<file path="src/rtl/ac_register_if.sv">
// ac_register_if
//   Bundles the accumulator stage's control strobes, one-hot op selects,
//   operands and results so the control logic and the AC datapath share
//   one connection.
//   Signals:
//     LD, INR, CLR         - strobes from the accumulator control logic
//     OP_AND .. OP_SHL     - one-hot ALU operation selects
//     DR, INPR             - data-register and input-register operands
//     AC, E                - registered accumulator and link bit
//     AC_ZERO, AC_NEG      - combinational status flags derived from AC
//     OP_ERR               - registered one-cycle illegal-select pulse
//     OVF                  - signed overflow flag (only with AC_OVF_FLAG_EN)
//   Modports:
//     master - the controller side (drives strobes/operands, reads results)
//     slave  - the accumulator register itself
interface ac_register_if #(
  parameter int WIDTH      = 16,
  parameter int INPR_WIDTH = 8
);
  logic                  LD;
  logic                  INR;
  logic                  CLR;
  logic                  OP_AND;
  logic                  OP_ADD;
  logic                  OP_DR;
  logic                  OP_INPR;
  logic                  OP_CMA;
  logic                  OP_SHR;
  logic                  OP_SHL;
  logic [WIDTH-1:0]      DR;
  logic [INPR_WIDTH-1:0] INPR;
  logic [WIDTH-1:0]      AC;
  logic                  E;
  logic                  AC_ZERO;
  logic                  AC_NEG;
  logic                  OP_ERR;
`ifdef AC_OVF_FLAG_EN
  logic                  OVF;
`endif

  modport master (
    output LD, INR, CLR,
    output OP_AND, OP_ADD, OP_DR, OP_INPR, OP_CMA, OP_SHR, OP_SHL,
    output DR, INPR,
`ifdef AC_OVF_FLAG_EN
    input  OVF,
`endif
    input  AC, E, AC_ZERO, AC_NEG, OP_ERR
  );

  modport slave (
    input  LD, INR, CLR,
    input  OP_AND, OP_ADD, OP_DR, OP_INPR, OP_CMA, OP_SHR, OP_SHL,
    input  DR, INPR,
`ifdef AC_OVF_FLAG_EN
    output OVF,
`endif
    output AC, E, AC_ZERO, AC_NEG, OP_ERR
  );
endinterface

</file>
<file path="src/rtl/ac_register.sv">
// ac_register
//   Accumulator datapath stage of the basic-computer model: the AC register,
//   its ALU and the E (carry/link) flip-flop.
//   Ports:
//     CLK    - system clock, all state changes on the rising edge
//     RST_N  - asynchronous active-low reset (AC=0, E=0, OP_ERR=0, OVF=0)
//     bus    - ac_register_if.slave carrying strobes, op selects, DR/INPR
//              operands and the AC/E/AC_ZERO/AC_NEG/OP_ERR results
//   Strobe priority each cycle is CLR > LD > INR. An LD whose op selects are
//   not exactly one-hot leaves AC/E untouched and raises OP_ERR for one cycle.
//   Optional feature: define AC_OVF_FLAG_EN to add the registered signed
//   overflow flag bus.OVF (set by ADD/INR overflow, cleared by CLR).
//   WIDTH must be at least 9 and INPR_WIDTH must be less than WIDTH.
module ac_register #(
  parameter int WIDTH      = 16,
  parameter int INPR_WIDTH = 8
) (
  input  logic       CLK,
  input  logic       RST_N,
  ac_register_if.slave bus
);

  logic [WIDTH-1:0] ac_q, ac_d;
  logic             e_q, e_d;
  logic             op_err_q, op_err_d;
`ifdef AC_OVF_FLAG_EN
  logic             ovf_q, ovf_d;
`endif

  logic [6:0]       op_sel;
  logic             op_legal;
  logic [WIDTH:0]   add_sum;

  // Gather the selects so legality is a single one-hot test.
  assign op_sel   = {bus.OP_AND, bus.OP_ADD, bus.OP_DR, bus.OP_INPR,
                     bus.OP_CMA, bus.OP_SHR, bus.OP_SHL};
  assign op_legal = $onehot(op_sel);
  assign add_sum  = {1'b0, ac_q} + {1'b0, bus.DR};

  always_comb begin
    ac_d     = ac_q;
    e_d      = e_q;
    op_err_d = 1'b0;
`ifdef AC_OVF_FLAG_EN
    ovf_d    = ovf_q;
`endif
    if (bus.CLR) begin
      ac_d = '0;
`ifdef AC_OVF_FLAG_EN
      ovf_d = 1'b0;
`endif
    end else if (bus.LD) begin
      if (!op_legal) begin
        op_err_d = 1'b1;
      end else if (bus.OP_AND) begin
        ac_d = ac_q & bus.DR;
      end else if (bus.OP_ADD) begin
        ac_d = add_sum[WIDTH-1:0];
        e_d  = add_sum[WIDTH];
`ifdef AC_OVF_FLAG_EN
        // Signed overflow: like-signed operands producing an opposite sign.
        ovf_d = (ac_q[WIDTH-1] == bus.DR[WIDTH-1]) &&
                (add_sum[WIDTH-1] != ac_q[WIDTH-1]);
`endif
      end else if (bus.OP_DR) begin
        ac_d = bus.DR;
      end else if (bus.OP_INPR) begin
        ac_d[INPR_WIDTH-1:0] = bus.INPR;
      end else if (bus.OP_CMA) begin
        ac_d = ~ac_q;
      end else if (bus.OP_SHR) begin
        ac_d = {e_q, ac_q[WIDTH-1:1]};
        e_d  = ac_q[0];
      end else begin
        ac_d = {ac_q[WIDTH-2:0], e_q};
        e_d  = ac_q[WIDTH-1];
      end
    end else if (bus.INR) begin
      ac_d = ac_q + WIDTH'(1);
`ifdef AC_OVF_FLAG_EN
      // Only the largest positive value overflows on increment.
      ovf_d = (ac_q == {1'b0, {(WIDTH-1){1'b1}}});
`endif
    end
  end

  always_ff @(posedge CLK or negedge RST_N) begin
    if (!RST_N) begin
      ac_q     <= '0;
      e_q      <= 1'b0;
      op_err_q <= 1'b0;
`ifdef AC_OVF_FLAG_EN
      ovf_q    <= 1'b0;
`endif
    end else begin
      ac_q     <= ac_d;
      e_q      <= e_d;
      op_err_q <= op_err_d;
`ifdef AC_OVF_FLAG_EN
      ovf_q    <= ovf_d;
`endif
    end
  end

  assign bus.AC      = ac_q;
  assign bus.E       = e_q;
  assign bus.OP_ERR  = op_err_q;
  assign bus.AC_ZERO = (ac_q == '0);
  assign bus.AC_NEG  = ac_q[WIDTH-1];
`ifdef AC_OVF_FLAG_EN
  assign bus.OVF     = ovf_q;
`endif

endmodule

</file>
<file path="src/flat_wrapper.sv">
// flat-port wrapper written by rule: the top's interface ports become plain ports
module ac_register_flat 
#(
  parameter int WIDTH      = 16,
  parameter int INPR_WIDTH = 8
)
  (CLK, RST_N, bus_LD, bus_INR, bus_CLR, bus_OP_AND, bus_OP_ADD, bus_OP_DR, bus_OP_INPR, bus_OP_CMA, bus_OP_SHR, bus_OP_SHL, bus_DR, bus_INPR, bus_AC, bus_E, bus_AC_ZERO, bus_AC_NEG, bus_OP_ERR);
  ac_register_if #(.WIDTH(WIDTH), .INPR_WIDTH(INPR_WIDTH)) bus_i ();
  input  logic CLK;
  input  logic RST_N;
  input wire logic [$bits(bus_i.LD)-1:0] bus_LD;
  input wire logic [$bits(bus_i.INR)-1:0] bus_INR;
  input wire logic [$bits(bus_i.CLR)-1:0] bus_CLR;
  input wire logic [$bits(bus_i.OP_AND)-1:0] bus_OP_AND;
  input wire logic [$bits(bus_i.OP_ADD)-1:0] bus_OP_ADD;
  input wire logic [$bits(bus_i.OP_DR)-1:0] bus_OP_DR;
  input wire logic [$bits(bus_i.OP_INPR)-1:0] bus_OP_INPR;
  input wire logic [$bits(bus_i.OP_CMA)-1:0] bus_OP_CMA;
  input wire logic [$bits(bus_i.OP_SHR)-1:0] bus_OP_SHR;
  input wire logic [$bits(bus_i.OP_SHL)-1:0] bus_OP_SHL;
  input wire logic [$bits(bus_i.DR)-1:0] bus_DR;
  input wire logic [$bits(bus_i.INPR)-1:0] bus_INPR;
  output wire logic [$bits(bus_i.AC)-1:0] bus_AC;
  output wire logic [$bits(bus_i.E)-1:0] bus_E;
  output wire logic [$bits(bus_i.AC_ZERO)-1:0] bus_AC_ZERO;
  output wire logic [$bits(bus_i.AC_NEG)-1:0] bus_AC_NEG;
  output wire logic [$bits(bus_i.OP_ERR)-1:0] bus_OP_ERR;
  assign bus_i.LD = bus_LD;
  assign bus_i.INR = bus_INR;
  assign bus_i.CLR = bus_CLR;
  assign bus_i.OP_AND = bus_OP_AND;
  assign bus_i.OP_ADD = bus_OP_ADD;
  assign bus_i.OP_DR = bus_OP_DR;
  assign bus_i.OP_INPR = bus_OP_INPR;
  assign bus_i.OP_CMA = bus_OP_CMA;
  assign bus_i.OP_SHR = bus_OP_SHR;
  assign bus_i.OP_SHL = bus_OP_SHL;
  assign bus_i.DR = bus_DR;
  assign bus_i.INPR = bus_INPR;
  assign bus_AC = bus_i.AC;
  assign bus_E = bus_i.E;
  assign bus_AC_ZERO = bus_i.AC_ZERO;
  assign bus_AC_NEG = bus_i.AC_NEG;
  assign bus_OP_ERR = bus_i.OP_ERR;
  ac_register #(.WIDTH(WIDTH), .INPR_WIDTH(INPR_WIDTH)) u_core (.CLK(CLK), .RST_N(RST_N), .bus(bus_i));
endmodule
</file>
<file path="config.mk">
export PLATFORM = sky130hd
export DESIGN_NAME = ac_register_flat
export DESIGN_NICKNAME = d
export VERILOG_FILES = /design/src/rtl/ac_register_if.sv /design/src/rtl/ac_register.sv /design/src/flat_wrapper.sv
export SDC_FILE = /design/constraint.sdc
export NUM_CORES = 1
export LEC_CHECK = 0
export CORE_MARGIN = 4
export CORE_UTILIZATION = 51
export DETAILED_ROUTE_END_ITERATION = 10
export PLACE_DENSITY = 0.86
export SYNTH_ARGS = -nofsm -noshare
export SYNTH_HDL_FRONTEND = slang
export SYNTH_SLANG_ARGS = --single-unit
</file>
<file path="constraint.sdc">
create_clock -name CLK -period 2.8 [get_ports CLK]
set_input_delay 0.84 -clock CLK [delete_from_list [all_inputs] [get_ports CLK]]
set_output_delay 0.84 -clock CLK [all_outputs]
set_load 0.005 [all_outputs]
</file>
==> flow_summary.json <==
{
  "arrival_ns": 3.77,
  "ir_worst_vdd_v": 0.000248,
  "min_period_ns": 3.56,
  "pwr_density_cell_nw_per_um2": 359,
  "grt_pass1_wl_um": 19500,
  "synth.largest_area_cell": "dfrtp_1",
  "clockRootBuffer": "clkbuf_8",
  "yosysMostFrequentCell": "a21oi_1",
  "io_pins": 56,
  "finalCritPeriodShare_pct": 127,
  "synthAdderAreaFrac_pct": 11.8,
  "fin_total_pwr_mw": 1.63,
  "num_antenna_cells": 0,
  "clock_latency_ns": 0.27,
  "violations": "negative setup slack",
  "final_max_slew_viol_count": 0,
  "grtUsageTotal_pct": 33.0,
  "ys_warn_count": 0,
  "grt_overflow_total": 0,
  "synth_top_family_by_area": "compound AO/OA/AOI/OAI gates",
  "yosysUniqueCellTypes": 65,
  "cts_sinks": 18,
  "critPathKind": "primary input to register",
  "synth-seq-area-share_pct": 14.5,
  "cap_violations": 0,
  "row_count": 28,
  "ys_top_cells_by_count": "47 x a21oi_1, 44 x nand2_1, 28 x o21ai_0",
  "timing.hold.ws_ns": 0.578,
  "wire_per_inst_um": 21.7,
  "drive_above_1_share_pct": 28.3,
  "yosys_most_used_dff": "dfrtp_1",
  "yosysTopAreaCellShare_pct": 14.5,
  "finalNetCount": 598,
  "synth-simple-area-share_pct": 22.6,
  "die_y_um": 86.2,
  "async_flop_share_pct": 100,
  "grt_max_degree": 32,
  "htree_levels": 1,
  "tightest_slew_ns": 0.608,
  "die_w_um": 86.2,
  "setup_viol": 18,
  "start_util_pct": 52.6,
  "synth.area.top_cells": "dfrtp_1 14%, ha_1 9.2%, a21oi_1 7.5%",
  "die_area_um2": 7430,
  "worst_ep_required_time_ns": 3.01,
  "io_buffers": 55,
  "muxShareOfSynthArea_pct": 5.98,
  "antenna_found_initial": 0,
  "hpwl_um": 8800,
  "viasPerCell": 7.12,
  "drc": 0,
  "cts_buffers": 3,
  "syn_nets": 489,
  "grt_setup_unrepaired": "yes",
  "synth-edff-count": 0,
  "tns_ns": -10.88,
  "worst-path-max-fanout": 2,
  "cts_buffer_depth": 2,
  "setup_ws_ns": -0.762,
  "ant_nets": 0,
  "drt_first_pass_iters": 6,
  "dp_slack_ns": -1.33,
  "cts.clk_slew.worst_paths_ns": 0.09,
  "placeableCoreArea_um2": 5920,
  "outcome": "finished, violations left",
  "maxSlewHeadroom_pct": 59.1,
  "syn_avg_cell_area_um2": 7.32,
  "grt_pass1_vias": 3908,
  "cts_tree": "yes",
  "drt_wl_total_um": 13200,
  "hp-class": "register to register",
  "skew_ns": 0.00561,
  "synth_area_um2": 3120,
  "num_vias": 4334,
  "drt_iter0_markers": 703,
  "endpoint_kind": "register",
  "gp_congestion": 0.979,
  "start_kind": "primary input",
  "synth-compound-area-share_pct": 34.7,
  "cts_hold_buf": 0,
  "ys_ff_latch": 18,
  "max_freq_ghz": 0.281,
  "synthCells": 426,
  "hold_viol_final": 0,
  "area_delta_synth_final_pct": 46.2,
  "synth-xor-area-share_pct": 3.65,
  "p_leak_nw": 1.94
}
## metrics by stage
step / util (%) / instance area (um2) / instances
4_1_cts: 73.6 / 4360 / 601
6_report: 76.9 / 4560 / 609
3_5_place_dp: 70.9 / 4200 / 594
5_1_grt: 76.9 / 4560 / 609
2_1_floorplan: - / 3170 / 426
3_3_place_gp: 70.9 / 4200 / 594
## flip-flops by register name, indices dropped and copies added (netlist names)
signal and flops:
u_core.bus.AC 16, u_core.bus.OP_ERR 1, u_core.bus.E 1
## cell families (layout without fill, tap and decap cells)
| group | count (synthesis) | after routing |
|---|---|---|
| AOI/OAI and AO/OA | 162 | 162 |
| xor gates and xnor gates | 13 | 13 |
| adders and majority gates | 27 | 27 |
| buffers and inverters | 50 | 158 |
| DFF | 18 | 18 |
| muxes | 17 | 17 |
| and+or+nand+nor | 139 | 139 |
## per-layer routing
metal  wire, um  up-vias  global-route usage, %
li1           -     1829                      -
met1       4790     1978                   41.5
met2       5940      427                   53.0
met3       1740      100                   7.60
met4        773        0                   16.1
met5          0        -                      0
## layout by cell type (no fill, tap or decap), drive strengths merged, types with 4 or more instances in the layout
master and instances:
nor2 22, o21a 7, a221oi 8, clkdlybuf4s50 48, dfrtp 18, buf 87, nand2b 6, a211oi 9
a21oi 49, o21ai 34, nand2 44, mux2i 7, and2 4, inv 15, nor4 8, a21o 7
mux2 10, fa 4, and3 5, o211ai 7, o22ai 5, nand4 5, nor2b 6, ha 23
nor3 10, a31oi 7, nand3 15, xnor2 10, clkbuf 6
## report_power, final
| part | leakage, nW | internal [mW] | switching, mW |
|---|---|---|---|
| clock | 0.0288 | 0.126 | 0.119 |
| sequential | 0.241 | 0.287 | 0.0371 |
| combinational | 1.67 | 0.533 | 0.532 |
| total | 1.94 | 0.946 | 0.688 |
## what timing repair did
| item | 4_1_cts | 5_1_grt |
|---|---|---|
| pin swaps | 15 | 13 |
| cloned | 0 | 1 |
| resized for setup | 45 | 37 |
| buffers inserted | 3 | 7 |
| endpoints found under the setup margin | 19 | 19 |
## cell type report
| class | instances | area (um2) |
|---|---|---|
| Tap cell | 75 | 93.8 |
| Inverter | 16 | 60.1 |
| Fill cell | 371 | 1370 |
| Clock buffer | 4 | 55.1 |
| Multi-Input combinational cell | 358 | 2700 |
| Sequential cell | 18 | 452 |
| Timing Repair Buffer | 138 | 1200 |
## final timing paths
path	cells after the start	startpoint	to	slack, ns
worst max-delay path	12	bus_OP_CMA	u_core.bus.AC[8]	-0.76
worst min-delay path	2	u_core.bus.E	u_core.bus.E	0.58
worst max register to register	8	u_core.bus.AC[0]	u_core.bus.E	-0.01
worst min register to register	2	u_core.bus.E	u_core.bus.E	0.58
max in group asynchronous	2	RST_N	u_core.bus.AC[1]	1.64
min in group asynchronous	2	RST_N	u_core.bus.OP_ERR	0.91
## worst max-delay path: stages
cell and delay (ns):
buf_8 0.10, ha_4 0.23, fa_1 0.54, ha_2 0.19, fa_2 0.45, nand3b_1 0.25, o21ai_2 0.22, buf_4 0.15
nand2_4 0.04, or3_4 0.38, a211oi_2 0.22, a221o_1 0.14
(Power assumes the default switching activity.)
==> variant 1: new RTL, config.mk and constraints unchanged <==
Take the reset off `ac_q` and load it in a clocked block of its own.
--- a/src/rtl/ac_register.sv
+++ b/src/rtl/ac_register.sv
@@ -88,3 +88,2 @@
     if (!RST_N) begin
-      ac_q     <= '0;
       e_q      <= 1'b0;
@@ -95,3 +94,2 @@
     end else begin
-      ac_q     <= ac_d;
       e_q      <= e_d;
@@ -102,2 +100,6 @@
     end
+  end
+
+  always_ff @(posedge CLK) begin
+    ac_q <= ac_d;
   end
Check against the original RTL: not equivalent (a bounded check fails within 4 cycles, from zero or initial values and one cycle with RST_N low).
==> variant 1 against the original RTL <==
The flow still finishes with violations (negative setup slack). Routed wire length is 8.3% lower. Design area is 3.8% lower. Area after synthesis is essentially flat. Synthesized cell count is 0.94% lower. Combinational power fell by 11%. Sequential cell count is the same. Register-to-register slack improved by 0.37 ns. Setup slack improved by 0.14 ns. Critical path type unchanged. Count of clock-buffer cells in the layout unchanged. Power shrank 7.6%. Sequential share of layout area shrank 1.5 points. Clock skew down 0.0036 ns. Clock power down 7%. Final cell count shrank 2.1%.
==> variant 1: results (changes against the original RTL) <==
Worst Hold End = u_core.bus.AC[1] (was u_core.bus.E)
Avg Cell Area, Syn = 7.383 sq um (was 7.316 sq um)
status = finished with violations (unchanged)
Post-Place Setup Slack = -1.262 ns (was -1.331 ns)
Final Setup Violations = 17 (was 18)
Hold Crit Start = u_core.bus.AC[1] (was u_core.bus.E)
R2R Path End = u_core.bus.AC[14] (was u_core.bus.E)
Post-Route M1 WL = 4798 um (was 4787 um)
global routing usage on met2 = 53.19% (was 53.05%)
final WL = 12,140 um (was 13,230 um)
CTS buffer count = 3 (unchanged)
leak pwr = 1.792 nW (was 1.944 nW)
failing checks = negative setup slack (unchanged)
Setup crit end = u_core.bus.AC[15] (was u_core.bus.AC[8])
vias in the first global route = 3,855 (was 3,908)
Reg2Reg Depth = 9 (was 8)
R2R Path Start = u_core.bus.AC[0] (unchanged)
Fin Setup TNS = -8.337 ns (was -10.88 ns)
CP startpoint = bus_OP_SHR (was bus_OP_CMA)
skew final = 0.001996 ns (was 0.005606 ns)
PwrDens = 344.5 nW/um^2 (was 358.6 nW/um^2)
Synth Net Count = 485 (was 489)
Commonest cells post-synth = nand2_1, a21oi_1, o21ai_0, nor2_1, ha_1 (was a21oi_1, nand2_1, o21ai_0, ha_1, nor2_1)
DR WL met2 = 5637 um (was 5936 um)
Post-Synth Adder-Cell Area = 11.81% (was 11.80%)
fill cell count = 427 (was 371)
Peak supply drop = 0.0002521 V (was 0.0002481 V)
Synth Flop Type = dfxtp_1 (was dfrtp_1)
GP Congestion = 0.9505 (was 0.9789)
complex-gate fraction of the synthesized area = 36.99% (was 34.73%)
Synth Area in XOR/XNOR = 3.333% (was 3.653%)
sequential area share after synthesis = 11.89% (was 14.45%)
async set-or-reset flop fraction in the synthesized netlist = 11.11% (was 100.0%)
WL met3 = 1141 um (was 1735 um)
placed cell count = 585 (was 594)
met3 Use GR = 4.899% (was 7.605%)
Iteration-0 DRC Markers = 445 (was 703)
worst-path fanout max = 7 (was 2)
synth top area cells = dfxtp_1, ha_1, a21oi_1 (was dfrtp_1, ha_1, a21oi_1)
share of layout cells above drive strength 1 = 25.91% (was 28.28%)
met1 GRT Util = 39.48% (was 41.49%)
post-synthesis cell type count = 81 (was 65)
total number of vias = 3,966 (was 4,334)
Placed Area = 4129 sq um (was 4198 sq um)
hold_ws = 0.5309 ns (was 0.5785 ns)
final setup margin = -0.6232 ns (was -0.7619 ns)
variant 1: cell type report:
class / instances / share of cell area [%]
multi-input combinational: 354 / 61.35
timing repair buffer: 126 / 25.16
sequential: 18 / 8.455
tap: 75 / 2.142
inverter: 19 / 1.628
clock buffer: 4 / 1.257
variant 1: worst register-to-register path, delay by kind of cell, from the launching register on:
kind / cells / cell delay (ns)
fa+ha+maj: 2 / 0.69
buf+inv: 1 / 0.16
compound gates: 6 / 1.17
flops: 1 / 0.35
variant 1: where the power goes:
| group | internal (mW) | switching (mW) | total (mW) |
|---|---|---|---|
| Clock | 0.125 | 0.103 | 0.228 |
| Combinational | 0.462 | 0.488 | 0.949 |
| Sequential | 0.285 | 0.0463 | 0.332 |
| Total | 0.872 | 0.637 | 1.51 |
variant 1: timing repair:
item                                   in CTS  in global routing
gates resized for setup                    40                 22
endpoints found under the hold margin       0                  0
buffers inserted                            6                  4
pin swaps                                  14                 12
setup endpoints to repair                  19                 18
==> variant 2: new RTL, same settings <==
Without the edit above. `INPR_WIDTH` is set to 8 in 3 places; all go to 6.
--- a/src/rtl/ac_register_if.sv
+++ b/src/rtl/ac_register_if.sv
@@ -17,3 +17,3 @@
   parameter int WIDTH      = 16,
-  parameter int INPR_WIDTH = 8
+  parameter int INPR_WIDTH = 6
 );
--- a/src/rtl/ac_register.sv
+++ b/src/rtl/ac_register.sv
@@ -15,3 +15,3 @@
   parameter int WIDTH      = 16,
-  parameter int INPR_WIDTH = 8
+  parameter int INPR_WIDTH = 6
 ) (
--- a/src/flat_wrapper.sv
+++ b/src/flat_wrapper.sv
@@ -4,3 +4,3 @@
   parameter int WIDTH      = 16,
-  parameter int INPR_WIDTH = 8
+  parameter int INPR_WIDTH = 6
 )
Ports: changed (resized bus_INPR); port bits go from 56 to 54. The function was not compared with the original's and may differ.
==> variant 2 against the original RTL <==
The flow still finishes with violations (negative setup slack). Sequential cell count unchanged. Design area up 1.8%. Die area up 1.1%. Power down 0.24%. Combinational power about the same. Area after synthesis up 1.2%. Routed wire length down 1.3%. Setup slack better by 0.16 ns. Largest cell class unchanged. Largest power group unchanged.
==> variant 2: results (changes against the original RTL) <==
aggregate global-route resource usage = 32.26% (was 32.96%)
DP HPWL = 8516 um (was 8795 um)
Commonest cells post-synth = a21oi_1, nand2_1, o21ai_0, ha_1, nor2_1 (unchanged)
complex-gate fraction of the synthesized area = 33.25% (was 34.73%)
Peak supply drop = 0.0002369 V (was 0.0002481 V)
largest net degree at the start of global routing = 30 (was 32)
GP Congestion = 0.9930 (was 0.9789)
Worst path max stage delay = 0.48 ns (was 0.54 ns)
final setup margin = -0.6013 ns (was -0.7619 ns)
R2R Path End = u_core.bus.AC[14] (was u_core.bus.E)
failing checks = negative setup slack (unchanged)
status = finished with violations (unchanged)
crit path DAT = 3.60 ns (was 3.77 ns)
Iteration-0 DRC Markers = 658 (was 703)
Post-Synth Adder-Cell Area = 11.67% (was 11.80%)
Reg2Reg Depth = 10 (was 8)
worst-path fanout max = 4 (was 2)
Final Setup Violations = 18 (unchanged)
area added between synthesis and finish = 47.06% (was 46.17%)
post-synthesis mux area share = 7.103% (was 5.982%)
met1 GRT Util = 39.68% (was 41.49%)
reg2reg setup slack = 0.11 ns (was -0.01 ns)
leak pwr = 2.030 nW (was 1.944 nW)
first-pass GRT wire length = 19,090 um (was 19,500 um)
vias in the first global route = 3,891 (was 3,908)
first drt pass iteration count = 7 (was 6)
synth top area cells = dfrtp_1, ha_1, a21oi_1 (unchanged)
total number of vias = 4,158 (was 4,334)
WL met3 = 1522 um (was 1735 um)
-- variant 2: timing repair --
action	in CTS	in global routing
buffers inserted	10	10
setup endpoints to repair	19	19
resized for setup	63	38
hold buffers	0	0
pin swaps	21	29
-- variant 2: where the power goes --
part	leakage (nW)	switching, mW	internal [mW]	total [mW]
clock network	0.0288	0.105	0.125	0.230
registers	0.244	0.0409	0.285	0.326
logic	1.76	0.540	0.534	1.07
total	2.03	0.685	0.944	1.63
-- variant 2: final cells by class --
cell class                      count  area [sq um]
Inverter                           22         82.58
Fill cell                         382          1319
Clock buffer                        4         55.05
Multi-Input combinational cell    351          2738
Timing Repair Buffer              140          1216
Tap cell                           75         93.84
Sequential cell                    18         451.7
-- variant 2: how the worst max path moves through the flow --
stage | startpoint | cells after the start | endpoint
CTS | bus_OP_INPR | 12 | u_core.bus.AC[14]
finish | bus_OP_CMA | 12 | u_core.bus.AC[13]
floorplan | bus_OP_SHL | 10 | u_core.bus.AC[9]
global placement | bus_OP_SHR | 11 | u_core.bus.AC[2]
global route | bus_OP_CMA | 12 | u_core.bus.AC[13]
detailed placement | bus_OP_SHR | 11 | u_core.bus.AC[9]
-- variant 2: stage by stage --
| step | setup TNS (ns) | utilization [%] | worst slack, ns | std cells | instance area (sq um) |
|---|---|---|---|---|---|
| global placement | -18.97 | 69.73 | -1.173 | 592 | 4153 |
| finish | -8.759 | 77.86 | -0.6013 | 610 | 4637 |
| global route | -9.923 | 77.86 | -0.6417 | 610 | 4637 |
| floorplan | -7.696 | - | -0.5854 | 424 | 3182 |
| detailed placement | -20.78 | 69.73 | -1.285 | 592 | 4153 |
| CTS | -7.449 | 74.64 | -0.5004 | 605 | 4446 |
